`src/rtl/float_acc_e4m3.sv`:
```
// float_acc_e4m3: streaming reduction of an e4m3 packet into one e4m3 sum plus element count.
// The adder rounds to nearest-even, saturates overflow to +/-448 (0x7E/0xFE) and returns 0x7F for a NaN operand.
// An exact cancellation gives +0. Negative zero results only from -0 + -0.
// Optional build macro FLOAT_ACC_PIPE_EN registers the adder operands.
// That mode accepts one element per two cycles in ACC.

module float_adder_e4m3 (
    input  logic [7:0] a,
    input  logic [7:0] b,
    output logic [7:0] y
);
    logic [17:0] ma, mb;
    logic [18:0] mag, rem, half;
    logic [4:0]  p, sh, ef;
    logic [3:0]  mr;
    logic [2:0]  kept;
    logic        s, up;

    function automatic logic [17:0] fixed(input logic [7:0] x);
        return 18'({|x[6:3], x[2:0]}) << ((x[6:3] == 4'd0) ? 4'd0 : x[6:3] - 4'd1);
    endfunction

    // exact signed-magnitude sum in 2^-9 units, then round-to-nearest-even back onto the e4m3 grid
    always_comb begin
        ma = fixed(a);
        mb = fixed(b);
        s = a[7];
        mag = {1'b0, ma} + {1'b0, mb};
        if (a[7] != b[7]) begin
            mag = (ma >= mb) ? {1'b0, ma - mb} : {1'b0, mb - ma};
            s = (ma > mb) ? a[7] : (ma < mb) ? b[7] : 1'b0;
        end
        p = 5'd0;
        for (int i = 0; i < 19; i++) if (mag[i]) p = 5'(i);
        sh = (p > 5'd3) ? p - 5'd3 : 5'd0;
        kept = 3'(mag >> sh);
        rem = mag & ((19'd1 << sh) - 19'd1);
        half = (sh == 5'd0) ? 19'd0 : 19'd1 << (sh - 5'd1);
        up = (sh != 5'd0) && ((rem > half) || (rem == half && kept[0]));
        mr = {1'b0, kept} + {3'd0, up};
        ef = mr[3] ? p - 5'd1 : p - 5'd2;
        if (a[6:0] == 7'h7F || b[6:0] == 7'h7F) y = 8'h7F;
        else if (mag < 19'd8) y = {s, 4'd0, mag[2:0]};
        else if (ef > 5'd15 || (ef == 5'd15 && mr[2:0] == 3'd7)) y = {s, 7'h7E};
        else y = {s, ef[3:0], mr[2:0]};
    end
endmodule

module float_acc_e4m3 #(
    parameter int LEN_W = 8
) (
    input  logic             clock,
    input  logic             reset,
    input  logic             in_valid,
    output logic             in_ready,
    input  logic [7:0]       in_data,
    input  logic             in_last,
    output logic             out_valid,
    input  logic             out_ready,
    output logic [7:0]       out_data,
    output logic [LEN_W-1:0] out_count
);
    typedef enum logic [1:0] {IDLE, ACC, OUT} state_t;

    state_t           state_q, state_d;
    logic [7:0]       acc_q, acc_d, add_b, sum;
    logic [LEN_W-1:0] cnt_q, cnt_d, cnt_inc;
    logic             in_ready_q, in_ready_d, out_valid_q, out_valid_d, beat;
`ifdef FLOAT_ACC_PIPE_EN
    logic [7:0]       op_q, op_d;
    logic             last_q, last_d, pend_q, pend_d;

    assign add_b = op_q;
`else
    assign add_b = in_data;
`endif

    float_adder_e4m3 u_add (.a(acc_q), .b(add_b), .y(sum));

    assign beat      = in_valid && in_ready_q;
    assign cnt_inc   = (&cnt_q) ? cnt_q : cnt_q + LEN_W'(1);
    assign in_ready  = in_ready_q;
    assign out_valid = out_valid_q;
    assign out_data  = acc_q;
    assign out_count = cnt_q;

    // packet FSM: first beat loads directly, later beats go through the adder, OUT holds until taken
    always_comb begin
        state_d = state_q;
        acc_d = acc_q;
        cnt_d = cnt_q;
`ifdef FLOAT_ACC_PIPE_EN
        op_d = op_q;
        last_d = last_q;
        pend_d = pend_q;
`endif
        case (state_q)
            IDLE: if (beat) begin
                acc_d = in_data;
                cnt_d = LEN_W'(1);
                state_d = in_last ? OUT : ACC;
            end
            ACC: begin
`ifdef FLOAT_ACC_PIPE_EN
                if (pend_q) begin
                    acc_d = sum;
                    pend_d = 1'b0;
                    state_d = last_q ? OUT : ACC;
                end else if (beat) begin
                    op_d = in_data;
                    last_d = in_last;
                    pend_d = 1'b1;
                    cnt_d = cnt_inc;
                end
`else
                if (beat) begin
                    acc_d = sum;
                    cnt_d = cnt_inc;
                    state_d = in_last ? OUT : ACC;
                end
`endif
            end
            OUT: if (out_valid_q && out_ready) state_d = IDLE;
            default: state_d = IDLE;
        endcase
`ifdef FLOAT_ACC_PIPE_EN
        in_ready_d = (state_d != OUT) && !pend_d;
`else
        in_ready_d = state_d != OUT;
`endif
        out_valid_d = state_d == OUT;
    end

    // all state, including the registered handshake outputs, cleared asynchronously
    always_ff @(posedge clock or posedge reset) begin
        if (reset) begin
            state_q <= IDLE;
            acc_q <= 8'd0;
            cnt_q <= '0;
            in_ready_q <= 1'b0;
            out_valid_q <= 1'b0;
`ifdef FLOAT_ACC_PIPE_EN
            op_q <= 8'd0;
            last_q <= 1'b0;
            pend_q <= 1'b0;
`endif
        end else begin
            state_q <= state_d;
            acc_q <= acc_d;
            cnt_q <= cnt_d;
            in_ready_q <= in_ready_d;
            out_valid_q <= out_valid_d;
`ifdef FLOAT_ACC_PIPE_EN
            op_q <= op_d;
            last_q <= last_d;
            pend_q <= pend_d;
`endif
        end
    end
endmodule
```
`config.mk`:
```
export PLATFORM = sky130hd
export DESIGN_NAME = float_acc_e4m3
export DESIGN_NICKNAME = d
export VERILOG_FILES = /design/src/rtl/float_acc_e4m3.sv
export SDC_FILE = /design/constraint.sdc
export NUM_CORES = 1
export LEC_CHECK = 0
export ABC_AREA = 1
export CAP_MARGIN = 0
export CORE_AREA = 5 5 149 151
export DETAILED_ROUTE_END_ITERATION = 8
export DIE_AREA = 0 0 154 156
export GPL_TIMING_DRIVEN = 1
export PLACE_DENSITY = 0.54
export SETUP_SLACK_MARGIN = 0.1
export SYNTH_ARGS = -nofsm -noshare
export SYNTH_HDL_FRONTEND = slang
export SYNTH_HIERARCHICAL = 1
export SYNTH_SLANG_ARGS = --single-unit
```
`constraint.sdc`:
```
create_clock -name clock -period 26.9 [get_ports clock]
set_input_delay 6.725 -clock clock [delete_from_list [all_inputs] [get_ports clock]]
set_output_delay 6.725 -clock clock [all_outputs]
set_load 0.03 [all_outputs]
```
==> results of run 1 <==
==> logic make-up after synthesis <==
logic type,Yosys count,share of synthesized area
XOR/XNOR,44,0.0632
adder cells (fa/ha/maj),84,0.151
buffers and inverters,236,0.135
flip-flops,20,0.0704
multiplexers,1,0.00141
AND/OR/NAND/NOR,609,0.391
AO/OA/AOI/OAI,218,0.188
other,1,0.000527
==> flip-flops by register name, indices dropped and copies added, names as in the netlist <==
| signal | count |
|---|---|
| in_ready | 1 |
| out_count | 8 |
| out_data | 8 |
| out_valid | 1 |
| state_q | 2 |
==> Yosys cell counts (all sizes together) (5+ instances only) <==
master	count
buf	18
nand3	58
a21oi	92
o21bai	10
nor2	173
nor3	15
xor2	42
o21ai	75
nand2	329
dfrtp	20
ha	81
nand4	26
inv	212
a31oi	5
==> worst max-delay path by stage <==
stage | from | to | slack [ns] | cells after the start
after global placement | in_data[3] | out_data[0] | 9.27 | 59
final | in_data[3] | out_data[0] | 9.37 | 57
after global routing | in_data[3] | out_data[5] | 8.14 | 58
after detailed placement | in_data[3] | out_data[0] | 9.13 | 57
after floorplan | in_data[3] | out_data[0] | 11.93 | 68
after CTS | in_data[3] | out_data[0] | 9.34 | 57
==> metal layers <==
metal | routed length [um] | part of all wire | vias up | track usage
li1 | - | - | 3897 | -
met1 | 11000 | 0.47 | 3420 | 0.269
met2 | 10100 | 0.44 | 215 | 0.298
met3 | 1330 | 0.057 | 46 | 0.0214
met4 | 739 | 0.032 | 0 | 0.0526
met5 | 0 | 0 | - | 0
==> area by class of cell <==
| cell class | count | area [um^2] |
|---|---|---|
| repair buffers | 31 | 308 |
| clock buffers | 4 | 88.8 |
| inverters | 215 | 810 |
| multi-input cells | 958 | 5650 |
| well taps | 275 | 344 |
| flip-flops and latches | 20 | 500 |
| fillers | 2399 | 13000 |
==> stage by stage <==
step / cells / hold slack (ns)
after floorplan: 1214 / 0.580
after global placement: 1499 / 0.538
after detailed placement: 1499 / 0.528
after CTS: 1503 / 0.549
after global routing: 1503 / 0.595
final: 1503 / 0.540
==> worst max-delay path, delay by kind of cell <==
family                   cells  cell delay (ns)
AND/OR/NAND/NOR             31             4.07
AO/OA/AOI/OAI               11             2.70
adder cells (fa/ha/maj)      6             1.77
buffers and inverters        7             1.52
XOR/XNOR                     2             0.83
==> flow_summary.json, run 1 <==
{
  "dr_total_vias": 7578,
  "first_global_vias": 7165,
  "timing.rr.end": "out_data[0]",
  "avgSynthCellArea_um2": 5.86,
  "gp_congestion": 0.934,
  "ys_ff_latch": 20,
  "hold_buffers": 0,
  "worstRegToRegCells": 59,
  "first_iter_violations": 640,
  "cts_resized": 0,
  "drv_cap": 0,
  "die_area_um2": 24000,
  "maxSlewHeadroom": 0.412,
  "hpwl_um": 19500,
  "cpMostUsedCell": "nand2_1",
  "setup_viol": 0,
  "synth_area_um2": 7110,
  "setup.worst_path.start_class": "primary input",
  "rsz0062_at_grt": "false",
  "synth-main-ff-cell": "dfrtp_1",
  "fp.dieH_um": 156,
  "nets": 1326,
  "slew_violations": 0,
  "holdPathStages": 2,
  "routed_via_density": 5.04,
  "cts_buffers": 3,
  "hp-class": "reg -> reg",
  "ant_nets": 0,
  "finalCriticalPeriod_ns": 17.53,
  "end_kind": "flop",
  "postSynthCellCount": 1213,
  "ys_warn_count": 6,
  "worstHoldStart": "out_count[0]",
  "required_ns": 27.04,
  "r2r_setup_slack_ns": 15.67,
  "clock_path_buffers": 2,
  "rows": 53,
  "grt_overflow_total": 0,
  "cts_tree": "done",
  "die_width_um": 154,
  "clk_latency_ns": 0.25,
  "path_max_fanout": 23,
  "grt_usage": 0.188,
  "post_cts_buffers": 0,
  "first_pass_iters": 5,
  "finish.utilization": 0.372,
  "cts_sinks": 20,
  "async_reset_ff_frac": 1.00,
  "grt_pass1_wl_um": 37300,
  "final_common_cell": "nand2_1",
  "worst_pin_slew_ns": 0.873,
  "port-buffer-count": 30,
  "clockRootBuffer": "clkbuf_16",
  "synth-edff-count": 0,
  "critPathKind": "in -> reg",
  "synth_area_leaders": "nand2_1, ha_1, inv_1, nor2_1, dfrtp_1",
  "status": "complete, no violations",
  "cp_slowest_stage_delay_ns": 0.68,
  "core_area_um2": 20700,
  "mostFrequentLayoutCells": "nand2_1, inv_1, nor2_1",
  "n_antenna_cell": 0,
  "crit_arrival_ns": 17.67,
  "wire_per_inst_um": 15.4,
  "ys_types": 65,
  "totalWireLength_um": 23200,
  "postLayoutCellArea_um2": 7700,
  "synth_top_area_cell": "nand2_1",
  "hold_end": "out_count[0]",
  "final-hold-violation-count": 0,
  "reg2reg_from": "out_data[3]",
  "ctsHtreeMaxLevel": 1,
  "grt_max_degree": 25,
  "yosysSeqAreaShare": 0.0704,
  "critical-path-slowest-cell": "xor2_1",
  "clk_pin_slew_ns": 0.06,
  "drc_errors": 0,
  "placed_area_um2": 7620,
  "fmax_mhz": 57.0,
  "ios": 31,
  "finalCritPeriodShare": 0.652,
  "drive_above_1_share": 0.0936,
  "skew_ns": 0.00182,
  "initial_core_util": 0.344,
  "synth.top_cell.area_share": 0.158,
  "tns_ns": 0,
  "grt_antenna_before_repair": 0,
  "setup_ws_ns": 9.37,
  "area_growth_pct": 8.38,
  "place_ws_ns": 9.13
}
Power of run 1 is left out: the tool's default activity adds up to more than one toggle a clock period on the data nets, which glitch-free logic cannot reach.
==> inputs of run 2 (changes only) <==
--- a/config.mk
+++ b/config.mk
@@ -11,7 +11,7 @@
 export DETAILED_ROUTE_END_ITERATION = 8
 export DIE_AREA = 0 0 154 156
 export GPL_TIMING_DRIVEN = 1
-export PLACE_DENSITY = 0.54
+export PLACE_DENSITY = 0.56
 export SETUP_SLACK_MARGIN = 0.1
 export SYNTH_ARGS = -nofsm -noshare
 export SYNTH_HDL_FRONTEND = slang
==> constraint.sdc (replaced) <==
create_clock -name clock -period 16.1 [get_ports clock]
set_input_delay 4.025 -clock clock [delete_from_list [all_inputs] [get_ports clock]]
set_output_delay 4.025 -clock clock [all_outputs]
set_load 0.03 [all_outputs]
==> flow_summary.json, run 2 (same netlist as run 1, synthesis figures left out) <==
{
  "final_common_cell": "nand2_1",
  "finish.utilization": 0.372,
  "hp-class": "reg -> reg",
  "cp_slowest_stage_delay_ns": 0.60,
  "clk_latency_ns": 0.25,
  "initial_core_util": 0.344,
  "finalCriticalPeriod_ns": 14.80,
  "tns_ns": 0,
  "die_area_um2": 24000,
  "setup_viol": 0,
  "setup.worst_path.start_class": "primary input",
  "first_pass_iters": 5,
  "cts_buffers": 3,
  "grt_max_degree": 25,
  "gp_congestion": 0.962,
  "clk_pin_slew_ns": 0.06,
  "nets": 1326,
  "first_global_vias": 7135,
  "ant_nets": 0,
  "routed_via_density": 5.09,
  "ctsHtreeMaxLevel": 1,
  "hold_ws_ns": 0.547,
  "critPathKind": "in -> reg",
  "slew_violations": 0,
  "clock_path_buffers": 2,
  "hold_buffers": 0,
  "fillers": 2346,
  "grt_pass1_wl_um": 37300,
  "cts_resized": 0,
  "totalWireLength_um": 23000,
  "fp.dieH_um": 156,
  "drive_above_1_share": 0.0936,
  "met1_usage": 0.270,
  "gr-usage-met3": 0.0191,
  "ios": 31,
  "fmax_mhz": 67.6,
  "grt_usage": 0.187,
  "worst_pin_slew_ns": 1.04,
  "end_kind": "flop",
  "grt_use_met2": 0.298,
  "maxSlewHeadroom": 0.301,
  "first_iter_violations": 640,
  "wire_per_inst_um": 15.3,
  "rows": 53,
  "drv_cap": 0,
  "crit_arrival_ns": 14.94,
  "cts_tree": "done",
  "required_ns": 16.24,
  "mostFrequentLayoutCells": "nand2_1, inv_1, nor2_1",
  "cts_sinks": 20,
  "path_max_fanout": 23,
  "dr_total_vias": 7654,
  "post_cts_buffers": 0,
  "status": "complete, no violations",
  "core_area_um2": 20700,
  "rsz0062_at_grt": "false",
  "port-buffer-count": 30,
  "finalCritPeriodShare": 0.919,
  "grt_antenna_before_repair": 0,
  "skew_ns": 0.00215,
  "cpMostUsedCell": "nand2_1",
  "grt_overflow_total": 0,
  "r2r_setup_slack_ns": 4.99,
  "final-hold-violation-count": 0,
  "drc_errors": 0,
  "grt_busiest_layer": "met2",
  "die_width_um": 154,
  "area_growth_pct": 8.38,
  "hpwl_um": 19500,
  "clockRootBuffer": "clkbuf_16",
  "critical-path-slowest-cell": "xor2_1",
  "n_antenna_cell": 0
}
[run 2: cell counts in the layout (fill, tap and decap cells not counted)]
No cell type changed its count.
[run 2: area by class of cell]
| type | instances | area (um^2) | share of cell area |
|---|---|---|---|
| multi-input combinational | 958 | 5650 | 0.734 |
| clock buffer | 4 | 88.8 | 0.0115 |
| timing repair buffer | 31 | 308 | 0.0399 |
| tap | 275 | 344 | 0.0447 |
| sequential | 20 | 500 | 0.0650 |
| inverter | 215 | 810 | 0.105 |
[run 2: worst paths after layout]
kind,start,endpoint,cells past startpoint
min,out_count[1],out_count[1],2
max in group asynchronous,reset,out_count[5],2
min in group asynchronous,reset,in_ready,2
max reg2reg,out_data[3],out_data[2],67
max,in_data[3],out_data[2],55
min reg2reg,out_count[1],out_count[1],2
[run 2: stage by stage]
step | instances | area (um^2) | worst slack [ns]
after floorplan | 1214 | 7110 | 3.83
after global placement | 1499 | 7620 | 1.27
after detailed placement | 1499 | 7620 | 1.17
after CTS | 1503 | 7700 | 1.42
after global routing | 1503 | 7700 | 0.150
final | 1503 | 7700 | 1.30
[run 2: routing by layer]
layer	up-vias	share of wire
li1	3900	-
met1	3456	0.47
met2	264	0.44
met3	34	0.068
met4	0	0.022
met5	-	0
[run 2: worst max-delay path: cells and delay by family]
family                   cells  cell delay [ns]
AND/OR/NAND/NOR             28             3.90
buffers and inverters        7             1.48
AO/OA/AOI/OAI               13             3.12
XOR/XNOR                     2             0.75
adder cells (fa/ha/maj)      5             1.61
Power of run 2 is left out for the same reason.
==> inputs of run 3 (changes only) <==
--- a/config.mk
+++ b/config.mk
@@ -12,6 +12,7 @@
 export DIE_AREA = 0 0 154 156
 export GPL_TIMING_DRIVEN = 1
 export PLACE_DENSITY = 0.56
+export REMOVE_ABC_BUFFERS = 1
 export SETUP_SLACK_MARGIN = 0.1
 export SYNTH_ARGS = -nofsm -noshare
 export SYNTH_HDL_FRONTEND = slang
==> flow_summary.json, run 3 (same netlist as run 1, synthesis figures left out) <==
{
  "fp.dieH_um": 156,
  "ctsHtreeMaxLevel": 1,
  "slew_violations": 0,
  "hold_ws_ns": 0.541,
  "rsz0062_at_grt": "false",
  "die_width_um": 154,
  "routed_via_density": 5.09,
  "final_common_cell": "nand2_1",
  "nets": 1328,
  "drc_errors": 0,
  "first_global_vias": 7307,
  "path_max_fanout": 23,
  "setup.worst_path.start_class": "primary input",
  "cts_sinks": 20,
  "initial_core_util": 0.344,
  "die_area_um2": 24000,
  "grt_overflow_total": 0,
  "ios": 31,
  "end_kind": "flop",
  "hold_buffers": 0,
  "post_cts_buffers": 0,
  "finalCriticalPeriod_ns": 14.85,
  "gp_congestion": 0.942,
  "required_ns": 16.24,
  "status": "complete, no violations",
  "cts_buffers": 3,
  "grt_antenna_before_repair": 0,
  "core_area_um2": 20700,
  "hpwl_um": 19700,
  "grt_usage": 0.192,
  "clock_path_buffers": 2,
  "grt_max_degree": 25,
  "grt_pass1_wl_um": 38200,
  "cts_tree": "done",
  "finalCritPeriodShare": 0.922,
  "first_pass_iters": 5,
  "mostFrequentLayoutCells": "nand2_1, inv_1, nor2_1",
  "critical-path-slowest-cell": "clkdlybuf4s50_1",
  "area_growth_pct": 8.59,
  "fmax_mhz": 67.3,
  "cts_resized": 0,
  "dr_total_vias": 7665,
  "final-hold-violation-count": 0,
  "clk_latency_ns": 0.25,
  "cpMostUsedCell": "nand2_1",
  "maxSlewHeadroom": 0.442,
  "ant_nets": 0,
  "crit_arrival_ns": 14.99,
  "cp_slowest_stage_delay_ns": 0.57,
  "totalWireLength_um": 23400,
  "wire_per_inst_um": 15.6,
  "first_iter_violations": 579,
  "hp-class": "reg -> reg",
  "clk_pin_slew_ns": 0.06,
  "port-buffer-count": 30,
  "drive_above_1_share": 0.0951,
  "critPathKind": "in -> reg",
  "n_antenna_cell": 0,
  "tns_ns": 0,
  "clockRootBuffer": "clkbuf_16",
  "skew_ns": 0.00133,
  "setup_viol": 0,
  "drv_cap": 0,
  "rows": 53,
  "worst_pin_slew_ns": 0.828
}
==> run 3: layer usage <==
| layer | global-route usage | routed length, um |
|---|---|---|
| met5 | 0 | 0 |
| met4 | 0.0479 | 630 |
| met3 | 0.0166 | 1220 |
| met2 | 0.313 | 10300 |
| met1 | 0.273 | 11300 |
==> run 3: worst paths after layout <==
kind / startpoint / endpoint / slack (ns) / cells after the start
max in group asynchronous: reset / out_data[0] / 11.39 / 2
worst max register to register: out_data[3] / out_data[0] / 5.04 / 74
worst min-delay path: out_count[0] / out_count[0] / 0.54 / 2
worst min register to register: out_count[0] / out_count[0] / 0.54 / 2
min in group asynchronous: reset / state_q[1] / 4.22 / 2
worst max-delay path: in_data[3] / out_data[0] / 1.25 / 61
==> run 3: worst max-delay path, delay by kind of cell <==
kind,cells,cell delay (ns)
AOI/OAI and AO/OA,9,1.83
xor gates and xnor gates,2,0.63
adders and majority gates,6,1.78
buffers and inverters,9,1.90
and+or+nand+nor,35,4.78
==> run 3: through the flow <==
step	utilization	instance area, um^2	instances	worst slack (ns)
floorplan	-	6960	1193	3.75
global placement	0.369	7630	1501	1.24
detailed placement	0.369	7630	1501	1.11
CTS	0.373	7720	1505	1.35
global route	0.373	7720	1505	0.212
finish	0.373	7720	1505	1.25
==> run 3: final cells by class <==
| class | instances | area (um^2) |
|---|---|---|
| timing repair buffer | 33 | 323 |
| sequential | 20 | 500 |
| fill | 2364 | 13000 |
| multi-input combinational | 958 | 5650 |
| tap | 275 | 344 |
| inverter | 215 | 810 |
| clock buffer | 4 | 88.8 |
Power of run 3 is left out for the same reason.
